[src/rtl/control_unit_pkg.sv]
// control_unit_pkg: shared state, opcode, condition and datapath-select encodings.
package control_unit_pkg;
  typedef enum logic [3:0] {
    S_FETCH, S_DECODE, S_EXECR, S_EXECI, S_ALUWB,
    S_MEMADR, S_MEMREAD, S_MEMWB, S_MEMWRITE, S_BRANCH
  } state_t;
  localparam logic [1:0] OP_DPR = 2'b00, OP_DPI = 2'b01, OP_MEM = 2'b10, OP_BR = 2'b11;
  localparam logic [2:0] F_CMP = 3'b100, F_LSL = 3'b110, F_LSR = 3'b111;
  localparam logic [2:0] C_AL = 3'd0, C_EQ = 3'd1, C_NE = 3'd2, C_CS = 3'd3,
                         C_CC = 3'd4, C_MI = 3'd5, C_PL = 3'd6, C_VS = 3'd7;
  localparam logic [2:0] ALU_ADD = 3'b000, ALU_SUB = 3'b001, ALU_AND = 3'b010,
                         ALU_ORR = 3'b011, ALU_PASSB = 3'b100;
  localparam logic [1:0] SRCB_REG = 2'b00, SRCB_IMM = 2'b01, SRCB_FOUR = 2'b10;
  localparam logic [1:0] RES_ALUOUT = 2'b00, RES_RDATA = 2'b01, RES_ALU = 2'b10;
  localparam logic [1:0] IMM_DP = 2'b00, IMM_MEM = 2'b01, IMM_BR = 2'b10;
  localparam logic [2:0] SH_NONE = 3'b000, SH_LSL = 3'b001, SH_LSR = 3'b010;
  function automatic logic [2:0] dp_alu(input logic [2:0] funct);
    return funct[2] ? (funct[1:0] == 2'b00 ? ALU_SUB : ALU_PASSB) : {1'b0, funct[1:0]};
  endfunction
  function automatic logic [2:0] dp_shift(input logic [2:0] funct);
    return funct == F_LSL ? SH_LSL : funct == F_LSR ? SH_LSR : SH_NONE;
  endfunction
endpackage

[src/rtl/control_unit_cond_check.sv]
// cond_check: evaluates a 3-bit condition code against the {N,Z,C,V} flags.
module cond_check
  import control_unit_pkg::*;
(
  input  logic [2:0] cond,
  input  logic [3:0] flags,
  output logic       pass
);
  logic n, z, c, v;
  assign {n, z, c, v} = flags;
  always_comb begin
    pass = cond == C_AL ? 1'b1 :
           cond == C_EQ ? z :
           cond == C_NE ? !z :
           cond == C_CS ? c :
           cond == C_CC ? !c :
           cond == C_MI ? n :
           cond == C_PL ? !n : v;
  end
endmodule

[src/rtl/control_unit.sv]
// control_unit: Moore multi-cycle control FSM with the architectural NZCV flag register.
module control_unit
  import control_unit_pkg::*;
(
  input  logic       clk,
  input  logic       RESET,
  input  logic       RUN,
  input  logic [4:0] instr,
  input  logic [2:0] inst3,
  input  logic [3:0] alu_flags,
  output logic [3:0] ALU_flags,
  output logic       adr_source,
  output logic       mem_Write,
  output logic       ir_Write,
  output logic       reg_Write,
  output logic       pc_Write,
  output logic       alu_srcA,
  output logic [1:0] alu_srcB,
  output logic [2:0] alu_control,
  output logic [1:0] imm_src,
  output logic [1:0] result_src,
  output logic [3:0] RegSrc,
  output logic [2:0] shft_op
);
  state_t state_q, state_d, st;
  logic [3:0] flags_q, flags_d;
  logic [1:0] op;
  logic [2:0] funct;
  logic pass, adv, mw, iw, rw, pw;
  assign {op, funct} = instr;
  assign adv = RUN & !RESET;
  assign ALU_flags = flags_q;
  cond_check u_cond (.cond(inst3), .flags(flags_q), .pass(pass));
  always_comb begin
    state_d = state_q;
    flags_d = flags_q;
    if (adv) begin
      case (state_q)
        S_FETCH:  state_d = S_DECODE;
        S_DECODE: state_d = !pass ? S_FETCH : op == OP_DPR ? S_EXECR :
                            op == OP_DPI ? S_EXECI : op == OP_MEM ? S_MEMADR : S_BRANCH;
        S_EXECR, S_EXECI: begin
          flags_d = alu_flags;
          state_d = funct == F_CMP ? S_FETCH : S_ALUWB;
        end
        S_MEMADR:  state_d = funct[0] ? S_MEMREAD : S_MEMWRITE;
        S_MEMREAD: state_d = S_MEMWB;
        default:   state_d = S_FETCH;
      endcase
    end
  end
  always_ff @(posedge clk) begin
    if (RESET) begin
      state_q <= S_FETCH;
      flags_q <= '0;
    end else begin
      state_q <= state_d;
      flags_q <= flags_d;
    end
  end
  // Reset forces the FETCH mux view even before the first reset edge lands.
  assign st = RESET ? S_FETCH : state_q;
  always_comb begin
    {adr_source, mw, iw, rw, pw, alu_srcA} = '0;
    alu_srcB = SRCB_REG;
    alu_control = ALU_ADD;
    imm_src = IMM_DP;
    result_src = RES_ALUOUT;
    RegSrc = '0;
    shft_op = SH_NONE;
    case (st)
      S_FETCH: begin
        {iw, pw, alu_srcA} = 3'b111;
        alu_srcB = SRCB_FOUR;
        result_src = RES_ALU;
      end
      S_DECODE: begin
        alu_srcA = 1'b1;
        alu_srcB = SRCB_FOUR;
      end
      S_EXECR, S_EXECI: begin
        alu_srcB = st == S_EXECI ? SRCB_IMM : SRCB_REG;
        alu_control = dp_alu(funct);
        shft_op = dp_shift(funct);
      end
      S_ALUWB: rw = 1'b1;
      S_MEMADR: begin
        alu_srcB = SRCB_IMM;
        imm_src = IMM_MEM;
        alu_control = funct[1] ? ALU_ADD : ALU_SUB;
        RegSrc = 4'b0010;
      end
      S_MEMREAD: adr_source = 1'b1;
      S_MEMWB: begin
        result_src = RES_RDATA;
        rw = 1'b1;
      end
      S_MEMWRITE: begin
        {adr_source, mw} = 2'b11;
        RegSrc = 4'b0010;
      end
      S_BRANCH: begin
        {pw, alu_srcA} = 2'b11;
        rw = funct[0];
        alu_srcB = SRCB_IMM;
        imm_src = IMM_BR;
        result_src = RES_ALU;
        RegSrc = funct[0] ? 4'b1101 : 4'b0001;
      end
      default: ;
    endcase
  end
  assign mem_Write = mw & adv;
  assign ir_Write = iw & adv;
  assign reg_Write = rw & adv;
  assign pc_Write = pw & adv;
endmodule

[config.mk]
export PLATFORM = sky130hd
export DESIGN_NAME = control_unit
export DESIGN_NICKNAME = d
export VERILOG_FILES = /design/src/rtl/control_unit_pkg.sv /design/src/rtl/control_unit_cond_check.sv /design/src/rtl/control_unit.sv
export SDC_FILE = /design/constraint.sdc
export NUM_CORES = 1
export LEC_CHECK = 0
export CORE_MARGIN = 2
export CORE_UTILIZATION = 30
export CTS_CLUSTER_DIAMETER = 200
export CTS_CLUSTER_SIZE = 14
export DETAILED_ROUTE_END_ITERATION = 10
export PLACE_DENSITY_LB_ADDON = 0.2
export SLEW_MARGIN = 20
export SYNTH_ARGS = -nofsm -noshare
export SYNTH_HDL_FRONTEND = slang
export SYNTH_SLANG_ARGS = --single-unit
[constraint.sdc]
create_clock -name clk -period 1.8 [get_ports clk]
set_input_delay 0.36 -clock clk [delete_from_list [all_inputs] [get_ports clk]]
set_output_delay 0.36 -clock clk [all_outputs]
set_load 0.05 [all_outputs]
### After elaboration in Yosys (flattened, before gate mapping)

Index checks and enable logic that the tools add are counted.

| word-level totals | value |
|---|---|
| latch bits | 0 |
| output and inout port bits | 26 |
| memory bits (writable) | 0 |
| word-level logic and storage cells | 85 |
| memory bits (read-only) | 0 |
| register bits after elaboration | 8 |
| memories | 0 |

| operators by class | value |
|---|---|
| add/subtract/negate cells | 0 |
| equal/unequal tests | 25 |
| div/mod/pow operators | 0 |
| magnitude comparators | 0 |
| multipliers | 0 |
| reduce and logical (&&, ||, !) cells | 19 |
| bitwise logic cells | 5 |
| muxes and demuxes | 34 |
| shift-type cells | 0 |

Operators with widths:

| kind | number |
|---|---|
| 4-bit 2-to-1 mux | 7 |
| 4-bit by 3-bit equality test with 1-bit output, second input constant | 6 |
| 4-bit one-hot mux with 5 select lines | 1 |
| 3-bit equality test, second input constant | 6 |
| 4-bit by 2-bit equality test with 1-bit output, second input constant | 4 |
| 2-bit OR reduction | 8 |
| 1-bit 2-to-1 mux | 14 |
| 3-bit 2-to-1 mux | 3 |
| 4-bit by 1-bit equality test with 1-bit output, second input constant | 2 |
| 4-bit equality test, second input constant | 2 |
| 4-bit zero test | 2 |
| 2-bit one-hot mux with 2 select lines | 2 |
| 4-bit one-hot mux with 2 select lines | 1 |
| 3-bit by 2-bit equality test with 1-bit output, second input constant | 2 |
| 2-bit 2-to-1 mux | 3 |
| 2-bit one-hot mux with 3 select lines | 1 |
| 3-bit one-hot mux with 2 select lines | 1 |
| 1-bit bitwise AND | 5 |
| 1-bit zero test | 4 |
| 2-bit zero test | 2 |
| 3-bit by 1-bit equality test with 1-bit output, second input constant | 1 |
| 3-bit zero test | 1 |
| 3-bit OR reduction | 1 |
| 2-bit by 1-bit equality test with 1-bit output, second input constant | 1 |
| 3 further kinds | 3 |

### Depth between registers and ports, before layout

| logic depth | value |
|---|---|
| depth in word-level cells | 10 |
| gate-level depth with buffers | 5 |

### Cells and area by module

A second synthesis with hierarchy kept.

| unflattened totals | value |
|---|---|
| cells, all modules | 103 |
| area total of the unflattened synthesis | 812.0 um2 |

Modules (own cells, without submodules):

| module | instances | cells an instance | area an instance (um2) | sequential area each (um2) |
|---|---|---|---|---|
| control_unit | 1 | 96 | 738.2 | 160.2 |
| cond_check | 1 | 7 | 73.8 | 0.0 |

### Least setup slack after synthesis

Ideal clock, no wire load.

| timing path | value |
|---|---|
| path type | reg-to-output |
| start point | register state_q[3] |
| end point | output RegSrc[3] |
| required time | 1440 ps |
| cell stages (with the launch flop) | 6 |
| setup slack | -1446 ps |
| arrival time | 2886 ps |
| cells stage by stage | dfxtp_1 -> clkbuf_1 -> nand2b_1 -> nor3_1 -> and2_1 -> buf_4 |

| on the way | value |
|---|---|
| cells in the longest elaborated chain, start to end | 4 |
| elaborated cells on any way between the ends | 6 |
| those cells by class | eq/ne: 3; mux: 2; reduce/logical: 1 |

Ends and longest elaborated chain:

| element | RTL line | source |
|---|---|---|
| start, declared | control_unit.sv:25 | `state_t state_q, state_d, st;` |
| start signal, assigned | control_unit.sv:57 | `state_q <= state_d;` |
| 4-bit 2-to-1 mux * | control_unit.sv:62 | `assign st = RESET ? S_FETCH : state_q;` |
| 4-bit equality test / 4-bit by 3-bit equality test with 1-bit output (equally long branches) | control_unit.sv:71 | `case (st)` |
| 2-bit OR reduction (no source line) | - |  |
| 4-bit one-hot mux with 2 select lines * | control_unit.sv:71 |  |
| end, declared | control_unit.sv:22 | `output logic [3:0] RegSrc,` |

Every way passes the cells marked *; elsewhere a longest branch is shown, timed or not.

### Worst setup path in the final report

| timing path | value |
|---|---|
| start point | register state_q[2] |
| end point | output ir_Write |

| on the way | value |
|---|---|
| cells in the longest elaborated chain, start to end | 4 |

Ends and longest elaborated chain:

| element | RTL line | source |
|---|---|---|
| 4-bit 2-to-1 mux | control_unit.sv:62 |  |
| 4-bit zero test | control_unit.sv:71 |  |
| 1-bit 2-to-1 mux | control_unit.sv:71 |  |
| 1-bit bitwise AND | control_unit.sv:114 | `assign ir_Write = iw & adv;` |
| end, declared | control_unit.sv:14 | `output logic ir_Write,` |

No other way between the ends.

==> metrics <==
PortBufs 39; GRT met3 Usage 0.0207; CTS Sinks 8; site row count 19; CTS tree done; Worst path top cell family by delay simple AND/OR/NAND/NOR gates; Avg WL per Cell 14.9 um; main combinational cell family by area after synthesis simple AND/OR/NAND/NOR gates; DP HPWL 2090 um; post-synthesis sequential area ratio 0.194; H-tree depth 1; met2 Use GR 0.324; M1 GR Usage 0.195; crit path buf inv count 1; synthesis-stage register bit count 8; Pwr Density 308 mW/mm^2; num ports 41; CTS max path bufs 2; max frequency 0.530 GHz; Net Count, Synth 126; unrepaired setup endpoints after global routing yes; post-place setup slack -0.383 ns; DRC viols 0; largest cells by area after synthesis dfxtp_1 (19%), nor2b_1 (8.3%), nand2b_1 (6.1%), nor2_1 (5.0%), nor3_1 (4.2%); failing checks negative setup slack; post-synthesis mux area share 0.0530; drt total wl 3050 um; Final Cycle Share 1.05; number of fill cells 189; Placer Congestion 0.929; initial antenna violation count 0; worst setup path category reg -> out; Starting Density 0.307; largest fanout on the critical path 5; Lkg Pwr 0.754 nW; Arr. time, crit path 1.53 ns; maxcap violations 0; gr ovfl total 0; Compound-Gate Fraction of Synth Area 0.183; CTS Hold Bufs 0; post-synth cell types 41; via/cell ratio 5.30; fin nets 191; Layout Cells excl Fill 205; Detailed Routing Iterations Pass 1 4; die area 0.00319 sq mm; Tot GR Track Use 0.172; fin crit period 1.89 ns; Crit-path slowest cell or4b_4; Area growth syn-to-layout 134%; 1st-iter DRT viols 20; Cells after DPL 194; global-route wire length before repair 4360 um; top-area cell type share of the netlist area 0.194; Simple-Gate Fraction of Synth Area 0.491; synth warn 0; Clk Tree Root Cell clkbuf_4; Post-Synth Adder-Cell Area 0; Post-Syn Area 826 sq um; cts bufs inserted 3; outcome complete, but fails checks; n_diodes 0; Post-synth EDFFs 0; clock-pin slew on the worst setup and hold paths 0.05 ns; die height 56.5 um; Crit path required time 1.44 ns; CP peak stage delay 0.57 ns; GRT Max-Usage Layer met2; CORE AREA 0.00269 sq mm; Final Hold Fails 0; vias in the first global route 964; routed vias 1,087; most used flip-flop cell after synthesis dfxtp_1; Final Util 0.720; worst min path class reg -> reg; Die W 56.5 um; cells after synthesis 111; XOR/XNOR Fraction of Synth Area 0.0106; Setup WS post-layout -0.0854 ns; pin count of the biggest net entering global routing 14; # setup viols final 9; clk_lat worst skew 0.25 ns; layout cells sized above 1 0.557; Async SR Flop Fraction 0; VDD IR max 0.000302 V; Slew Viols, Final 0; worst path cell trace or4b_4 > nor3_4 > buf_12; post-route antenna net violation count 0; Setup Skew 0.00139 ns; critical path launch point type flop; Worst setup EP type primary output; Avg Cell Area, Syn 7.44 sq um; cell taking the most area after synthesis dfxtp_1
-- synth_stat cells, types with 2 or more instances --
master    number
nor3_1         7
o21ai_1        5
nor3b_1        4
nand3b_1       3
nor4_1         2
dfxtp_1        8
buf_4          3
clkbuf_1       6
and2_1         2
nand2b_1       8
nor2_1        11
mux2_1         3
a21oi_1        3
nand2_1        4
nand3_1        2
o22ai_1        2
nor2b_1       11
a22oi_1        3
a31o_1         2
-- per-stage QoR --
| step | power, W | cell area [sq um] | hold WS (ns) | TNS, ns |
|---|---|---|---|---|
| after floorplan | 0.000321 | 998 | 0.483 | -1.16 |
| after global placement | 0.000423 | 1690 | 0.493 | -5.62 |
| after detailed placement | 0.000427 | 1690 | 0.502 | -6.27 |
| after CTS | 0.000577 | 1810 | 0.517 | -0.573 |
| after global routing | 0.000622 | 1930 | 0.549 | -1.27 |
| final | 0.000596 | 1930 | 0.517 | -0.469 |
-- timing repair --
item / 4_1_cts / 5_1_grt
resized for setup: 24 / 21
pin swaps: 11 / 12
setup buffers: 4 / 4
endpoints found under the setup margin: 24 / 16
-- power breakdown --
part	switching (W)	internal, W	total [W]	leakage [nW]
logic	0.000134	0.000134	0.000269	0.673
clock network	0.0000622	0.0000764	0.000139	0.0138
registers	0.00000890	0.000180	0.000189	0.0675
total	0.000205	0.000391	0.000596	0.754
-- registers in the layout, indices dropped and copies added (netlist names) --
name       flops
state_q        4
ALU_flags      4
-- worst reg2reg max path, delay by kind of cell (launching register included) --
kind	cells	cell delay [ns]
flip-flops	1	0.37
AO/OA/AOI/OAI	2	0.28
buffers and inverters	2	0.28
AND/OR/NAND/NOR	2	0.73
-- path summary, 6_finish.rpt --
path / cells past startpoint / slack [ns] / startpoint / to
setup / recovery: 3 / -0.09 / state_q[2] / ir_Write
hold / removal: 2 / 0.52 / ALU_flags[0] / ALU_flags[0]
setup reg to reg: 6 / 0.05 / state_q[2] / state_q[0]
hold reg to reg: 2 / 0.52 / ALU_flags[0] / ALU_flags[0]
-- cells by family (layout without fill, tap and decap cells) --
logic type	Yosys count	count (layout)
simple gates	64	64
compound gates	22	22
buf+inv	11	74
flops	8	8
mux	4	4
other cells	1	1
xor+xnor	1	1
-- final cells by class --
| class | instances | area, sq um | share of cell area |
|---|---|---|---|
| Tap cell | 31 | 38.8 | 0.0201 |
| Sequential cell | 8 | 173 | 0.0893 |
| Timing Repair Buffer | 70 | 861 | 0.445 |
| Multi-Input combinational cell | 92 | 835 | 0.432 |
| Clock buffer | 3 | 22.5 | 0.0117 |
| Inverter | 1 | 3.75 | 0.00194 |
-- placed cells by master (no fill, tap or decap), drive strengths merged, types with 4 or more instances in the layout --
master | synthesis | routed
nor2 | 11 | 11
nor2b | 11 | 11
clkbuf | 6 | 6
nand2b | 8 | 8
buf | 4 | 54
o21ai | 5 | 5
clkdlybuf4s50 | 0 | 11
nor3 | 8 | 8
dfxtp | 8 | 8
nor3b | 4 | 4
nand2 | 4 | 4
-- layer usage --
layer  vias to the layer above  routed length, um
li1                        530                  -
met1                       516               1220
met2                        35               1670
met3                         6                 98
met4                         0                 61
met5                         -                  0
No activity file was read; power rests on OpenSTA's default activity.
